===== src/rtl/apb_pkg.sv =====
`default_nettype none
// ============================================================================
// Module   : apb_pkg
// Purpose  : Shared FSM state encoding and address constants for the APB
//            register-file completer.
// Revision : 1.0 - initial release
// ============================================================================
package apb_pkg;

  typedef enum logic [1:0] {
    IDLE  = 2'd0,
    SETUP = 2'd1,
    WAIT  = 2'd2,
    DONE  = 2'd3
  } apb_state_e;

  localparam int unsigned ID_ADDR   = 0;
  localparam int unsigned CTRL_ADDR = 1;
  localparam int unsigned MAX_WAIT  = 9;

endpackage
`default_nettype wire


===== src/rtl/apb_slave_regfile_if.sv =====
`default_nettype none
// ============================================================================
// Module   : apb_slave_regfile_if
// Purpose  : APB bus bundle between the team's APB master and the completer.
// Revision : 1.0 - initial release
// ============================================================================
interface apb_slave_regfile_if #(
  parameter int unsigned WIDTH = 8
);
  logic             psel;
  logic             penable;
  logic             pwrite;
  logic [WIDTH-1:0] paddr;
  logic [WIDTH-1:0] pwdata;
  logic [WIDTH-1:0] prdata;
  logic             pready;
  logic             pslverr;

  modport master (
    output psel, penable, pwrite, paddr, pwdata,
    input  prdata, pready, pslverr
  );

  modport slave (
    input  psel, penable, pwrite, paddr, pwdata,
    output prdata, pready, pslverr
  );
endinterface
`default_nettype wire


===== src/rtl/apb_wait_counter.sv =====
`default_nettype none
// ============================================================================
// Module   : apb_wait_counter
// Purpose  : Wait-state down-counter with load, decrement and zero detect.
//            Present only when APB_SLV_WAIT_EN is defined.
// Revision : 1.0 - initial release
// ============================================================================
`ifdef APB_SLV_WAIT_EN
module apb_wait_counter #(
  parameter int unsigned CW = 4
) (
  input  logic          clk,
  input  logic          rst_n,
  input  logic          load_i,
  input  logic [CW-1:0] load_val_i,
  input  logic          dec_i,
  output logic          zero_o
);

  logic [CW-1:0] cnt_q;

  // Decrement only while the access phase is live, so a dropped psel freezes it
  always_ff @(posedge clk or negedge rst_n) begin
    if (!rst_n) begin
      cnt_q <= '0;
    end else if (load_i) begin
      cnt_q <= load_val_i;
    end else if (dec_i && (cnt_q != '0)) begin
      cnt_q <= cnt_q - 1'b1;
    end
  end

  assign zero_o = (cnt_q == '0);

endmodule
`endif
`default_nettype wire


===== src/rtl/apb_slave_regfile.sv =====
`default_nettype none
// ============================================================================
// Module   : apb_slave_regfile
// Purpose  : APB completer with a WIDTH-bit register bank, read-only ID at
//            address 0, control word export at address 1 and optional wait
//            states (enabled by macro APB_SLV_WAIT_EN).
// Revision : 1.0 - initial release
// ============================================================================
module apb_slave_regfile
  import apb_pkg::*;
#(
  parameter int unsigned      WIDTH       = 8,
  parameter int unsigned      DEPTH       = 16,
  parameter int unsigned      WAIT_CYCLES = 2,
  parameter logic [WIDTH-1:0] ID_VALUE    = 8'hA5
) (
  input  logic                pclk,
  input  logic                presetn,
  apb_slave_regfile_if.slave  bus,
  output logic [WIDTH-1:0]    ctrl_out,
  output logic                wr_strobe
);

  localparam int unsigned AW = (DEPTH > 1) ? $clog2(DEPTH) : 1;

  logic [WIDTH-1:0] mem_q [DEPTH];
  logic [WIDTH-1:0] addr_q;
  logic [WIDTH-1:0] wdata_q;
  logic             write_q;
  logic [WIDTH-1:0] prdata_q;
  logic [WIDTH-1:0] prdata_d;
  logic             wr_strobe_q;
  apb_state_e       state_q;

  logic w_setup;
  logic w_access;
  logic w_cnt_zero;
  logic w_pready;
  logic w_err;
  logic w_commit;

  assign w_setup  = bus.psel & ~bus.penable;
  assign w_access = bus.psel & bus.penable;

`ifdef APB_SLV_WAIT_EN
  localparam int unsigned WAIT_LD = (WAIT_CYCLES > MAX_WAIT) ? MAX_WAIT : WAIT_CYCLES;

  apb_wait_counter #(
    .CW (4)
  ) u_wait_counter (
    .clk        (pclk),
    .rst_n      (presetn),
    .load_i     (w_setup),
    .load_val_i (4'(WAIT_LD)),
    .dec_i      (w_access),
    .zero_o     (w_cnt_zero)
  );
`else
  logic [31:0] w_unused_wait;
  assign w_unused_wait = 32'(WAIT_CYCLES);
  assign w_cnt_zero    = 1'b1;
`endif

  // pready is combinational but must stay low throughout reset
  assign w_pready = presetn & w_access & w_cnt_zero;
  assign w_err    = (32'(addr_q) >= DEPTH) | (write_q & (32'(addr_q) == ID_ADDR));
  assign w_commit = w_pready & write_q & ~w_err;

  always_comb begin
    prdata_d = '0;
    if (32'(bus.paddr) == ID_ADDR) begin
      prdata_d = ID_VALUE;
    end else if (32'(bus.paddr) < DEPTH) begin
      prdata_d = mem_q[bus.paddr[AW-1:0]];
    end
  end

  always_ff @(posedge pclk or negedge presetn) begin
    if (!presetn) begin
      addr_q      <= '0;
      wdata_q     <= '0;
      write_q     <= 1'b0;
      prdata_q    <= '0;
      wr_strobe_q <= 1'b0;
      for (int unsigned i = 0; i < DEPTH; i++) begin
        mem_q[i] <= '0;
      end
    end else begin
      wr_strobe_q <= w_commit;
      if (w_setup) begin
        addr_q  <= bus.paddr;
        wdata_q <= bus.pwdata;
        write_q <= bus.pwrite;
        if (!bus.pwrite) begin
          prdata_q <= prdata_d;
        end
      end
      if (w_commit) begin
        mem_q[addr_q[AW-1:0]] <= wdata_q;
      end
    end
  end

  always_ff @(posedge pclk or negedge presetn) begin
    if (!presetn) begin
      state_q <= IDLE;
    end else if (!bus.psel) begin
      state_q <= IDLE;
    end else if (w_setup) begin
      state_q <= SETUP;
    end else begin
      case (state_q)
        SETUP, WAIT: state_q <= w_pready ? DONE : WAIT;
        default:     state_q <= IDLE;
      endcase
    end
  end

  assign bus.prdata  = prdata_q;
  assign bus.pready  = w_pready;
  assign bus.pslverr = w_pready & w_err;
  assign ctrl_out    = mem_q[CTRL_ADDR];
  assign wr_strobe   = wr_strobe_q;

endmodule
`default_nettype wire


===== src/flat_wrapper.sv =====
// flat-port wrapper written by rule: the top's interface ports become plain ports
module apb_slave_regfile_flat import apb_pkg::*;
#(
  parameter int unsigned      WIDTH       = 8,
  parameter int unsigned      DEPTH       = 16,
  parameter int unsigned      WAIT_CYCLES = 2,
  parameter logic [WIDTH-1:0] ID_VALUE    = 8'hA5
)
  (pclk, presetn, ctrl_out, wr_strobe, bus_psel, bus_penable, bus_pwrite, bus_paddr, bus_pwdata, bus_prdata, bus_pready, bus_pslverr);
  apb_slave_regfile_if #(.WIDTH(WIDTH)) bus_i ();
  input  logic pclk;
  input  logic presetn;
  output logic [WIDTH-1:0] ctrl_out;
  output logic wr_strobe;
  input wire logic [$bits(bus_i.psel)-1:0] bus_psel;
  input wire logic [$bits(bus_i.penable)-1:0] bus_penable;
  input wire logic [$bits(bus_i.pwrite)-1:0] bus_pwrite;
  input wire logic [$bits(bus_i.paddr)-1:0] bus_paddr;
  input wire logic [$bits(bus_i.pwdata)-1:0] bus_pwdata;
  output wire logic [$bits(bus_i.prdata)-1:0] bus_prdata;
  output wire logic [$bits(bus_i.pready)-1:0] bus_pready;
  output wire logic [$bits(bus_i.pslverr)-1:0] bus_pslverr;
  assign bus_i.psel = bus_psel;
  assign bus_i.penable = bus_penable;
  assign bus_i.pwrite = bus_pwrite;
  assign bus_i.paddr = bus_paddr;
  assign bus_i.pwdata = bus_pwdata;
  assign bus_prdata = bus_i.prdata;
  assign bus_pready = bus_i.pready;
  assign bus_pslverr = bus_i.pslverr;
  apb_slave_regfile #(.WIDTH(WIDTH), .DEPTH(DEPTH), .WAIT_CYCLES(WAIT_CYCLES), .ID_VALUE(ID_VALUE)) u_core (.pclk(pclk), .presetn(presetn), .bus(bus_i), .ctrl_out(ctrl_out), .wr_strobe(wr_strobe));
endmodule

===== config.mk =====
export PLATFORM = sky130hd
export DESIGN_NAME = apb_slave_regfile_flat
export DESIGN_NICKNAME = d
export VERILOG_FILES = /design/src/rtl/apb_pkg.sv /design/src/rtl/apb_slave_regfile_if.sv /design/src/rtl/apb_wait_counter.sv /design/src/rtl/apb_slave_regfile.sv /design/src/flat_wrapper.sv
export SDC_FILE = /design/constraint.sdc
export NUM_CORES = 1
export LEC_CHECK = 0
export ABC_AREA = 1
export CORE_MARGIN = 2
export CORE_UTILIZATION = 25
export DETAILED_ROUTE_END_ITERATION = 16
export RECOVER_POWER = 50
export SLEW_MARGIN = 20
export SYNTH_ARGS = -nofsm -noshare
export SYNTH_HDL_FRONTEND = slang
export SYNTH_SLANG_ARGS = --single-unit

===== constraint.sdc =====
create_clock -name pclk -period 2.8 [get_ports pclk]
set_input_delay 0.56 -clock pclk [delete_from_list [all_inputs] [get_ports pclk]]
set_output_delay 0.56 -clock pclk [all_outputs]
set_load 0.1 [all_outputs]

-- Yosys cells after proc, flatten, opt, wreduce, memory -nomap -nowiden
Index checks and enable logic that the tools add are counted.
Widths: inputs -> output; s select.
- order comparisons: 5
- muxes and demuxes: 8
- bitwise gates (word level): 13
- reduce and logical (&&, ||, !) cells: 4
- operators by type and width (kind ; count):
    $bwmux 128 ; 1
    $mux 8 ; 5
    $bmux 8 s4 ; 1
    $demux 8 s4 ; 1
    $logic_not 8->1 ; 2
    $ge 5x5->1 const B ; 2
    $not 4->5 ; 2
    $ge 8x5->1 const B ; 1
    $lt 8x5->1 const B ; 1
    $and 1x1->1 ; 7
    $lt 5x1->1 const B ; 1
    $not 1->1 ; 3
    $reduce_and 2->1 ; 1
    $logic_and 1x1->1 ; 1
    $or 1x1->1 ; 1
- register bits: 154
- bits of input ports: 21
- output and inout bits: 19
- logic and storage cells: 51

-- Longest topological paths before layout
Gate-level depths: netlist of the first run.
- word-level depth: 6
- mapped depth: 11
- gate-level depth less buffers: 10

-- Worst setup path before layout of the first run
OpenSTA, ideal clock, no wires.
- path type: reg-to-output
- start point: register u_core.addr_q[2]
- end point: output bus_pslverr
- data arrival time: 2190 ps
- data required time: 2240 ps
- path slack: 50 ps
- cell stages (with the launch flop): 7
- path buffers: 1
- cells stage by stage: dfrtp_1 nor2_1 nand3_1 nand2_1 inv_2 buf_12 nor2_1
- longest elaborated chain between the ends: 4
- elaborated cells on any way between the ends: 5
- those cells by class: 1 x order compare; 3 x bitwise; 1 x reduce/logical
- ends and longest elaborated chain (element ; RTL line ; RTL):
    start, declared ; apb_slave_regfile.sv:27 ; logic [WIDTH-1:0] addr_q;
    start signal, assigned ; apb_slave_regfile.sv:91 ; addr_q <= bus.paddr;
    parallel branches: the longest is 2 deep, another holds $ge 8x5->1 ; -- ;
    $or 1x1->1 * ; apb_slave_regfile.sv:66 ; assign w_err = (32'(addr_q) >= DEPTH) | (write_q & (32'(addr_q) == ID_ADDR));
    $and 1x1->1 * ; apb_slave_regfile.sv:121 ; assign bus.pslverr = w_pready & w_err;
    end, declared ; flat_wrapper.sv:22 ; output wire logic [$bits(bus_i.pslverr)-1:0] bus_pslverr;
Mark *: on every way between the ends.

-- Final worst setup path of the first run
Ends and elaborated chain as after synthesis.

==> impl_metrics.json, run 1 <==
{
  "status": "complete, but fails checks",
  "violations": "max-capacitance violations, max-slew violations",
  "crit_type": "register to output pin",
  "final_cell_mix": "352 x nand2_1, 150 x dfrtp_1, 128 x inv_1",
  "layout_commonest_cell": "nand2_1",
  "grt_max_degree": 151,
  "synth_xor_area_frac": 0,
  "synth_fp_nets": 983,
  "drcViolationCount": 0,
  "min_period_ns": 2.50,
  "insertion_delay_ns": 0.42,
  "io_pins": 40,
  "grt_antenna_before_repair": 1,
  "synth_mux_area_frac": 0,
  "critPathRequiredTime_ns": 2.24,
  "hp-class": "register to register",
  "dr.first_iter.drc_count": 442,
  "ys_ff_latch": 150,
  "dieArea_sq_um": 31800,
  "finalCritPeriodShare": 0.894,
  "avgSynthCellArea_sq_um": 7.89,
  "ant_nets": 0,
  "cap_violations": 1,
  "clock_tree.root_cell": "clkbuf_16",
  "num_antenna_cells": 0,
  "setup_viol": 0,
  "ys_seq_area_frac": 0.495,
  "grt_pass1_wl_um": 31700,
  "peakVddDrop_mv": 0.395,
  "cts_setup_buffers": 0,
  "synthSimpleGateAreaFrac": 0.275,
  "routed_via_density": 4.31,
  "rows": 63,
  "hold_viol": 0,
  "routed_wirelength_um": 19400,
  "cp.arrival_ns": 1.94,
  "p_leak_nw": 4.10,
  "finalMaxSlewViolations": 151,
  "start_util": 0.255,
  "wl_per_cell_um": 14.1,
  "final_nets": 996,
  "slew_headroom": -0.414,
  "num_vias": 5941,
  "critPathLaunchType": "register",
  "core_area_sq_um": 29800,
  "path_clk_slew_ns": 0.06,
  "htreeDepth": 4,
  "grt_overflow_total": 0,
  "endpoint_kind": "output pin",
  "area_delta_synth_final_pct": 15.6,
  "synth-adder-area-share": 0,
  "clk_path_buf_depth": 2,
  "postCtsHoldBufs": 0,
  "cts_tree": "yes",
  "synth_area_sq_um": 7590,
  "crit_fanout": 16,
  "cts_sinks": 150,
  "synth-compound-area-share": 0.111,
  "postCtsResizedCells": 0,
  "synth_top_family_by_area": "simple AND/OR/NAND/NOR gates",
  "die_height_um": 178,
  "ys_types": 25,
  "gp_congestion": 0.829,
  "rsz0062_at_grt": "no",
  "fin_skew_ns": 0.00866,
  "fmax_mhz": 400,
  "syn_inst": 962,
  "yosys_warnings": 0,
  "fillers": 3241,
  "grt_pass1_vias": 5634,
  "drive_gt1_frac": 0.123,
  "portBuffers": 39,
  "cts_buffers": 17,
  "tns_ns": 0,
  "tightest_slew_ns": 2.12,
  "powerDensity_nw_per_um2": 619,
  "holdWs_ns": 0.378,
  "die_w_um": 178,
  "dp_hpwl_um": 12300,
  "track_usage": 0.129,
  "drtPass1Iterations": 6
}
## final timing paths
kind	start	endpoint	slack, ns	cells after the start
worst max-delay path	u_core.addr_q[2]$_DFFE_PN0P_	bus_pslverr	0.30	6
worst min-delay path	u_core.mem_q[126]$_DFFE_PN0P_	u_core.mem_q[126]$_DFFE_PN0P_	0.38	0
worst max register to register	u_core.addr_q[7]$_DFFE_PN0P_	u_core.mem_q[35]$_DFFE_PN0P_	0.74	8
worst min register to register	u_core.mem_q[126]$_DFFE_PN0P_	u_core.mem_q[126]$_DFFE_PN0P_	0.38	0
min in group asynchronous	presetn	u_core.addr_q[4]$_DFFE_PN0P_	0.81	2
max in group asynchronous	presetn	u_core.mem_q[36]$_DFFE_PN0P_	0.54	2
## synthesized netlist by cell type
cell type	number	area, sq um
nand2_1	352	1320
dfrtp_1	150	3750
inv_1	128	480
nand3_1	87	435
o21ai_0	55	275
o21ai_2	42	368
o21ai_1	38	190
clkbuf_1	26	97.6
nor2_1	25	93.8
buf_6	16	180
buf_2	10	50.1
nand3_4	10	175
buf_4	8	60.1
clkinv_1	2	7.51
inv_2	2	7.51
or2_1	2	12.5
a21oi_1	1	5.00
buf_1	1	3.75
buf_12	1	20.0
nand3_2	1	10.0
nor2_2	1	6.26
nor2_4	1	11.3
nor3_1	1	5.00
nor3_2	1	10.0
nor4_1	1	6.26
## flip-flops by register name, indices dropped and copies added (netlist names)
name               flops
u_core.wr_strobe       1
u_core.ctrl_out        8
u_core.addr_q          8
u_core.bus.prdata      8
u_core.wdata_q         8
u_core.mem_q         116
u_core.write_q         1
## layout make-up
class / instances / area [sq um] / share of cell area
Sequential cell: 150 / 3750 / 0.428
Tap cell: 390 / 488 / 0.0556
Clock inverter: 9 / 149 / 0.0170
Inverter: 132 / 495 / 0.0565
Timing Repair Buffer: 56 / 493 / 0.0562
Clock buffer: 22 / 474 / 0.0541
Multi-Input combinational cell: 618 / 2920 / 0.333
## worst max-delay path, stage by stage, from the launching register on
cell and delay (ns):
dfrtp_1 0.42, nor2_1 0.18, nand3_1 0.10, nand2_1 0.11, inv_2 0.22, nor2_1 0.27
buf_12 0.21
## power breakdown
| group | switching, mW | total (mW) | internal (mW) |
|---|---|---|---|
| logic | 0.501 | 0.668 | 0.168 |
| registers | 0.0530 | 2.32 | 2.27 |
| clock network | 0.890 | 2.44 | 1.55 |
## logic make-up (layout without fill, tap and decap cells)
family	count (synthesis)	count (layout)
simple gates	482	482
buf+inv	194	219
flops	150	150
compound gates	136	136
## metrics by stage
| step | instances | setup slack (ns) | utilization | power (mW) | area [sq um] |
|---|---|---|---|---|---|
| 6_report | 1377 | 0.297 | 0.294 | 5.43 | 8770 |
| 5_1_grt | 1377 | 0.160 | 0.294 | 5.65 | 8770 |
| 4_1_cts | 1377 | 0.243 | 0.295 | 5.49 | 8800 |
| 3_5_place_dp | 1346 | 0.289 | 0.275 | 3.04 | 8180 |
| 3_3_place_gp | 1346 | 0.315 | 0.275 | 3.03 | 8180 |
| 2_1_floorplan | 962 | 0.0503 | - | 2.80 | 7590 |
## layer usage
layer  wire length [um]  vias up  track usage
met5                 10        -            0
li1                   -     3001            -
met3                977       19       0.0283
met1               9060     2769        0.177
met2               9080      150        0.208
met4                227        2       0.0305
Power figures use the tool's default switching activity.
==> run 2: changes to the inputs <==
--- a/config.mk
+++ b/config.mk
@@ -6,9 +6,12 @@
 export NUM_CORES = 1
 export LEC_CHECK = 0
 export ABC_AREA = 1
+export CELL_PAD_IN_SITES_DETAIL_PLACEMENT = 1
+export CELL_PAD_IN_SITES_GLOBAL_PLACEMENT = 2
 export CORE_MARGIN = 2
 export CORE_UTILIZATION = 25
 export DETAILED_ROUTE_END_ITERATION = 16
+export PLACE_DENSITY_LB_ADDON = 0.1
 export RECOVER_POWER = 50
 export SLEW_MARGIN = 20
 export SYNTH_ARGS = -nofsm -noshare
==> run 2 against run 1 <==
  * The run now ends clean
  * Via count is 1.1% higher
  * Register-to-register slack improved by 0.26 ns
  * Sequential power hardly changed
  * Power increased by 2.8%
  * Setup slack gained 0.17 ns
  * Clock power increased by 5%
  * Non-clock buffer count increased by 5
  * Die area is the same
  * Flip-flop and latch count is the same
  * First-iteration DRC count down 12%
  * Sequential share of layout area fell by 0.34 points
  * Critical path type is now primary input to output pin
  * Highest routed layer is now met4
==> impl_metrics.json, run 2 (synthesized netlist as in run 1, its figures left out) <==
{
  "crit_fanout": 4,
  "fmax_mhz": 429,
  "clk_path_buf_depth": 2,
  "rsz0062_at_grt": "no",
  "multi_input_area_sq_um": 2920,
  "core_area_sq_um": 29800,
  "cts_buffers": 17,
  "finalMaxSlewViolations": 0,
  "finalCritPeriodShare": 0.833,
  "postCtsResizedCells": 0,
  "slew_headroom": 0.326,
  "hp-class": "primary input to async pin",
  "postCtsHoldBufs": 0,
  "ant_nets": 0,
  "clock_tree.root_cell": "clkbuf_16",
  "critPathLaunchType": "primary input",
  "grt_overflow_total": 0,
  "drcViolationCount": 0,
  "pre_cts_ws_ns": 0.412,
  "hold_viol": 0,
  "final_nets": 1001,
  "path_clk_slew_ns": 0.06,
  "cts_tree": "yes",
  "p_leak_nw": 4.14,
  "routed_wirelength_um": 24100,
  "dieArea_sq_um": 31800,
  "grt_pass1_vias": 6248,
  "regMostFlops": "u_core.mem_q",
  "cts_setup_buffers": 0,
  "track_usage": 0.165,
  "grt_max_degree": 151,
  "layout_commonest_cell": "nand2_1",
  "num_antenna_cells": 0,
  "utilization": 0.297,
  "ff_latch_area_sq_um": 3750,
  "status": "finished clean",
  "die_height_um": 178,
  "tns_ns": 0,
  "gp_congestion": 0.674,
  "stdcell_area_sq_um": 8840,
  "endpoint_kind": "output pin",
  "cts_sinks": 150,
  "cap_violations": 0,
  "cp.arrival_ns": 1.77,
  "rows": 63,
  "htreeDepth": 4,
  "crit_type": "primary input to output pin",
  "portBuffers": 39,
  "num_vias": 6007,
  "wl_per_cell_um": 17.4,
  "worst_slack_ns": 0.467,
  "fin_skew_ns": 0.0170,
  "dp_hpwl_um": 15500,
  "area_delta_synth_final_pct": 16.5,
  "dpl_cell_area_sq_um": 8230,
  "final_cell_mix": "352 x nand2_1, 150 x dfrtp_1, 128 x inv_1",
  "grt_antenna_before_repair": 1,
  "tightest_slew_ns": 1.01,
  "largest_reg_flops": 116,
  "critPathRequiredTime_ns": 2.24,
  "min_period_ns": 2.33,
  "grt_pass1_wl_um": 38700,
  "dr.first_iter.drc_count": 389,
  "io_pins": 40,
  "start_util": 0.255,
  "die_w_um": 178,
  "peakVddDrop_mv": 0.426,
  "setup_viol": 0,
  "drive_gt1_frac": 0.129,
  "routed_via_density": 4.34,
  "powerDensity_nw_per_um2": 631,
  "fillers": 3599,
  "insertion_delay_ns": 0.44,
  "drtPass1Iterations": 5
}
## run 2: cell types whose count changed in the layout (fill, tap and decap cells not counted)
cell,delta
buf_12,+2
buf_4,+4
clkbuf_4,-1
clkbuf_8,-1
clkinv_1,-1
clkinv_2,-1
inv_2,+1
inv_6,+3
## run 2: critical path, cell delays in order
cell and delay [ns]:
dlygate4sd3_1 0.55, nand3_1 0.19, nor2_1 0.25, buf_12 0.21
## run 2: report_power, final
group	internal, mW	total, mW	switching [mW]
Clock	1.55	2.55	1.00
Combinational	0.179	0.718	0.539
Sequential	2.26	2.31	0.0501
## run 2: per-stage QoR
stage               instances  hold WS (ns)  power [mW]
global route             1383         0.395        5.86
floorplan                 962         0.264        2.80
finish                   1383         0.346        5.58
detailed placement       1351         0.368        3.10
global placement         1351         0.365        3.10
CTS                      1383         0.339        5.70
## run 2: path summary, 6_finish.rpt
kind / startpoint / to / slack (ns) / cells after the start
setup / recovery: bus_psel / bus_pslverr / 0.47 / 4
setup reg to reg: u_core.addr_q[7]$_DFFE_PN0P_ / u_core.mem_q[0]$_DFFE_PN0P_ / 1.00 / 10
max in group asynchronous: presetn / u_core.bus.prdata[0]$_DFFE_PN0P_ / 1.74 / 2
hold reg to reg: u_core.mem_q[124]$_DFFE_PN0P_ / u_core.mem_q[124]$_DFFE_PN0P_ / 0.38 / 0
min in group pclk: u_core.mem_q[124]$_DFFE_PN0P_ / u_core.mem_q[124]$_DFFE_PN0P_ / 0.38 / 0
hold / removal: presetn / u_core.wr_strobe$_DFF_PN0_ / 0.35 / 2
## run 2: layout make-up
| class | instances | area share |
|---|---|---|
| Multi-Input combinational cell | 618 | 0.330 |
| Sequential cell | 150 | 0.425 |
| Clock inverter | 11 | 0.0192 |
| Inverter | 132 | 0.0560 |
| Timing Repair Buffer | 61 | 0.0628 |
| Tap cell | 390 | 0.0552 |
| Clock buffer | 21 | 0.0521 |
## run 2: metal layers
| layer | global-route usage | share of wire | vias to the layer above |
|---|---|---|---|
| li1 | - | - | 3020 |
| met1 | 0.242 | 0.53 | 2904 |
| met3 | 0.0290 | 0.024 | 16 |
| met2 | 0.252 | 0.44 | 67 |
| met4 | 0.0393 | 0.0097 | 0 |
| met5 | 0 | 0 | - |
==> run 3: changes to the inputs <==
==> constraint.sdc (replaced) <==
create_clock -name pclk -period 2.2 [get_ports pclk]
set_input_delay 0.44 -clock pclk [delete_from_list [all_inputs] [get_ports pclk]]
set_output_delay 0.44 -clock pclk [all_outputs]
set_load 0.1 [all_outputs]
==> run 3 against run 2 <==
  * The run now ends with max-slew violations left
  * Flip-flop and latch count unchanged
  * Utilization increased by 0.53 points
  * First-iteration DRC count fell by 28%
  * Final cell count rose by 1.1%
  * Non-clock buffer count rose by 16
  * Via count fell by 0.60%
==> impl_metrics.json, run 3 (synthesized netlist as in run 1, its figures left out) <==
{
  "layout_commonest_cell": "nand2_1",
  "area_delta_synth_final_pct": 18.6,
  "cts_sinks": 150,
  "fmax_mhz": 480,
  "critPathLaunchType": "primary input",
  "gp_congestion": 0.701,
  "cpMaxStageDelayCell": "dlygate4sd3_1",
  "grt_pass1_wl_um": 38400,
  "routed_wirelength_um": 24200,
  "drtPass1Iterations": 5,
  "die_height_um": 178,
  "regMostFlops": "u_core.mem_q",
  "ant_nets": 0,
  "dpl.cell_count": 1367,
  "cts_buffers": 17,
  "min_period_ns": 2.08,
  "routed_via_density": 4.27,
  "tightest_slew_ns": 1.52,
  "critPathRequiredTime_ns": 1.76,
  "wl_per_cell_um": 17.3,
  "drcViolationCount": 0,
  "status": "complete, but fails checks",
  "grt_pass1_vias": 6108,
  "dr.first_iter.drc_count": 280,
  "largest_reg_flops": 116,
  "cp.arrival_ns": 1.64,
  "track_usage": 0.164,
  "rsz0062_at_grt": "no",
  "slew_headroom": -0.0112,
  "p_leak_nw": 4.21,
  "powerDensity_nw_per_um2": 770,
  "fin_skew_ns": 0.0159,
  "portBuffers": 39,
  "max_stage_delay_ns": 0.57,
  "cap_violations": 0,
  "num_antenna_cells": 0,
  "violations": "max-slew violations",
  "finalCritPeriodShare": 0.948,
  "setup_viol": 0,
  "start_util": 0.255,
  "tns_ns": 0,
  "finalNonFillerCells": 1398,
  "crit_chain": "dlygate4sd3_1, nand3_2, buf_4, nor2_2, buf_12",
  "rows": 63,
  "rrSetupSlack_ns": 0.50,
  "grt_antenna_before_repair": 1,
  "hp-class": "register to register",
  "hold_viol": 0,
  "cts_tree": "yes",
  "drive_gt1_frac": 0.148,
  "peakVddDrop_mv": 0.490,
  "crit_fanout": 3,
  "grt_max_degree": 151,
  "clock_tree.root_cell": "clkbuf_16",
  "grt_overflow_total": 0,
  "num_vias": 5971,
  "finalMaxSlewViolations": 88,
  "io_pins": 40,
  "dieArea_sq_um": 31800,
  "clk_path_buf_depth": 2,
  "insertion_delay_ns": 0.44,
  "final_cell_mix": "351 x nand2_1, 149 x dfrtp_1, 128 x inv_1",
  "crit_type": "primary input to output pin",
  "final_nets": 1017,
  "cts_setup_buffers": 0,
  "core_area_sq_um": 29800,
  "die_w_um": 178,
  "path_clk_slew_ns": 0.07,
  "endpoint_kind": "output pin",
  "htreeDepth": 4,
  "dp_hpwl_um": 16200
}
run 3: cell types whose count changed in the layout (fill, tap and decap cells not counted), sizes merged:
| cell | before | now |
|---|---|---|
| buf | 41 | 56 |
| clkinvlp | 0 | 3 |
| bufinv | 4 | 2 |
| clkbuf | 23 | 21 |
| clkinv | 5 | 6 |
run 3: final cells by class:
type | count | area (sq um)
fill | 3585 | 20800
sequential | 150 | 3750
multi-input combinational | 618 | 2930
timing repair buffer | 77 | 738
inverter | 132 | 500
tap | 390 | 488
clock buffer | 18 | 439
clock inverter | 13 | 149
run 3: critical path: cells and delay by family:
family	cells	cell delay, ns
simple gates	2	0.27
buf+inv	3	0.93
run 3: per-stage QoR:
step	power [mW]	utilization	hold WS (ns)	worst slack (ns)	cell area, sq um
after floorplan	3.57	-	0.144	0.0410	7590
after global placement	4.00	0.283	0.365	0.0550	8430
after detailed placement	4.00	0.283	0.368	0.0381	8430
after CTS	7.08	0.303	0.230	0.0220	9020
after global routing	7.30	0.302	0.389	0.0177	9000
final	6.93	0.302	0.381	0.115	9000
run 3: power breakdown:
group	total [mW]	switching, mW	leakage, nW	internal, mW
logic	0.971	0.701	1.87	0.271
registers	2.95	0.0678	2.06	2.88
clock network	3.01	1.30	0.279	1.71
total	6.93	2.07	4.21	4.86
run 3: worst paths after layout:
check                                              start                       endpoint  depth (start not counted)
max                                          bus_penable                    bus_pslverr                          5
min                        u_core.mem_q[124]$_DFFE_PN0P_  u_core.mem_q[124]$_DFFE_PN0P_                          0
max reg2reg                 u_core.addr_q[7]$_DFFE_PN0P_  u_core.mem_q[110]$_DFFE_PN0P_                          9
min reg2reg                u_core.mem_q[124]$_DFFE_PN0P_  u_core.mem_q[124]$_DFFE_PN0P_                          0
max in group asynchronous                        presetn    u_core.mem_q[1]$_DFFE_PN0P_                          2
min in group asynchronous                        presetn   u_core.addr_q[4]$_DFFE_PN0P_                          2
run 3: layer usage:
metal / wire (um) / GRT usage / share of wire
met1: 13000 / 0.244 / 0.54
met2: 10600 / 0.250 / 0.44
met3: 458 / 0.0254 / 0.019
met4: 150 / 0.0335 / 0.0062
met5: 0 / 0 / 0
run 3: repair_timing:
| item | CTS | global route |
|---|---|---|
| gates cloned | 0 | 0 |
| endpoints found under the setup margin | 1 | 1 |
| endpoints found under the hold margin | 0 | 0 |
| hold buffers | 0 | 0 |
| resized for setup | 1 | 4 |
| pin swaps | 0 | 0 |
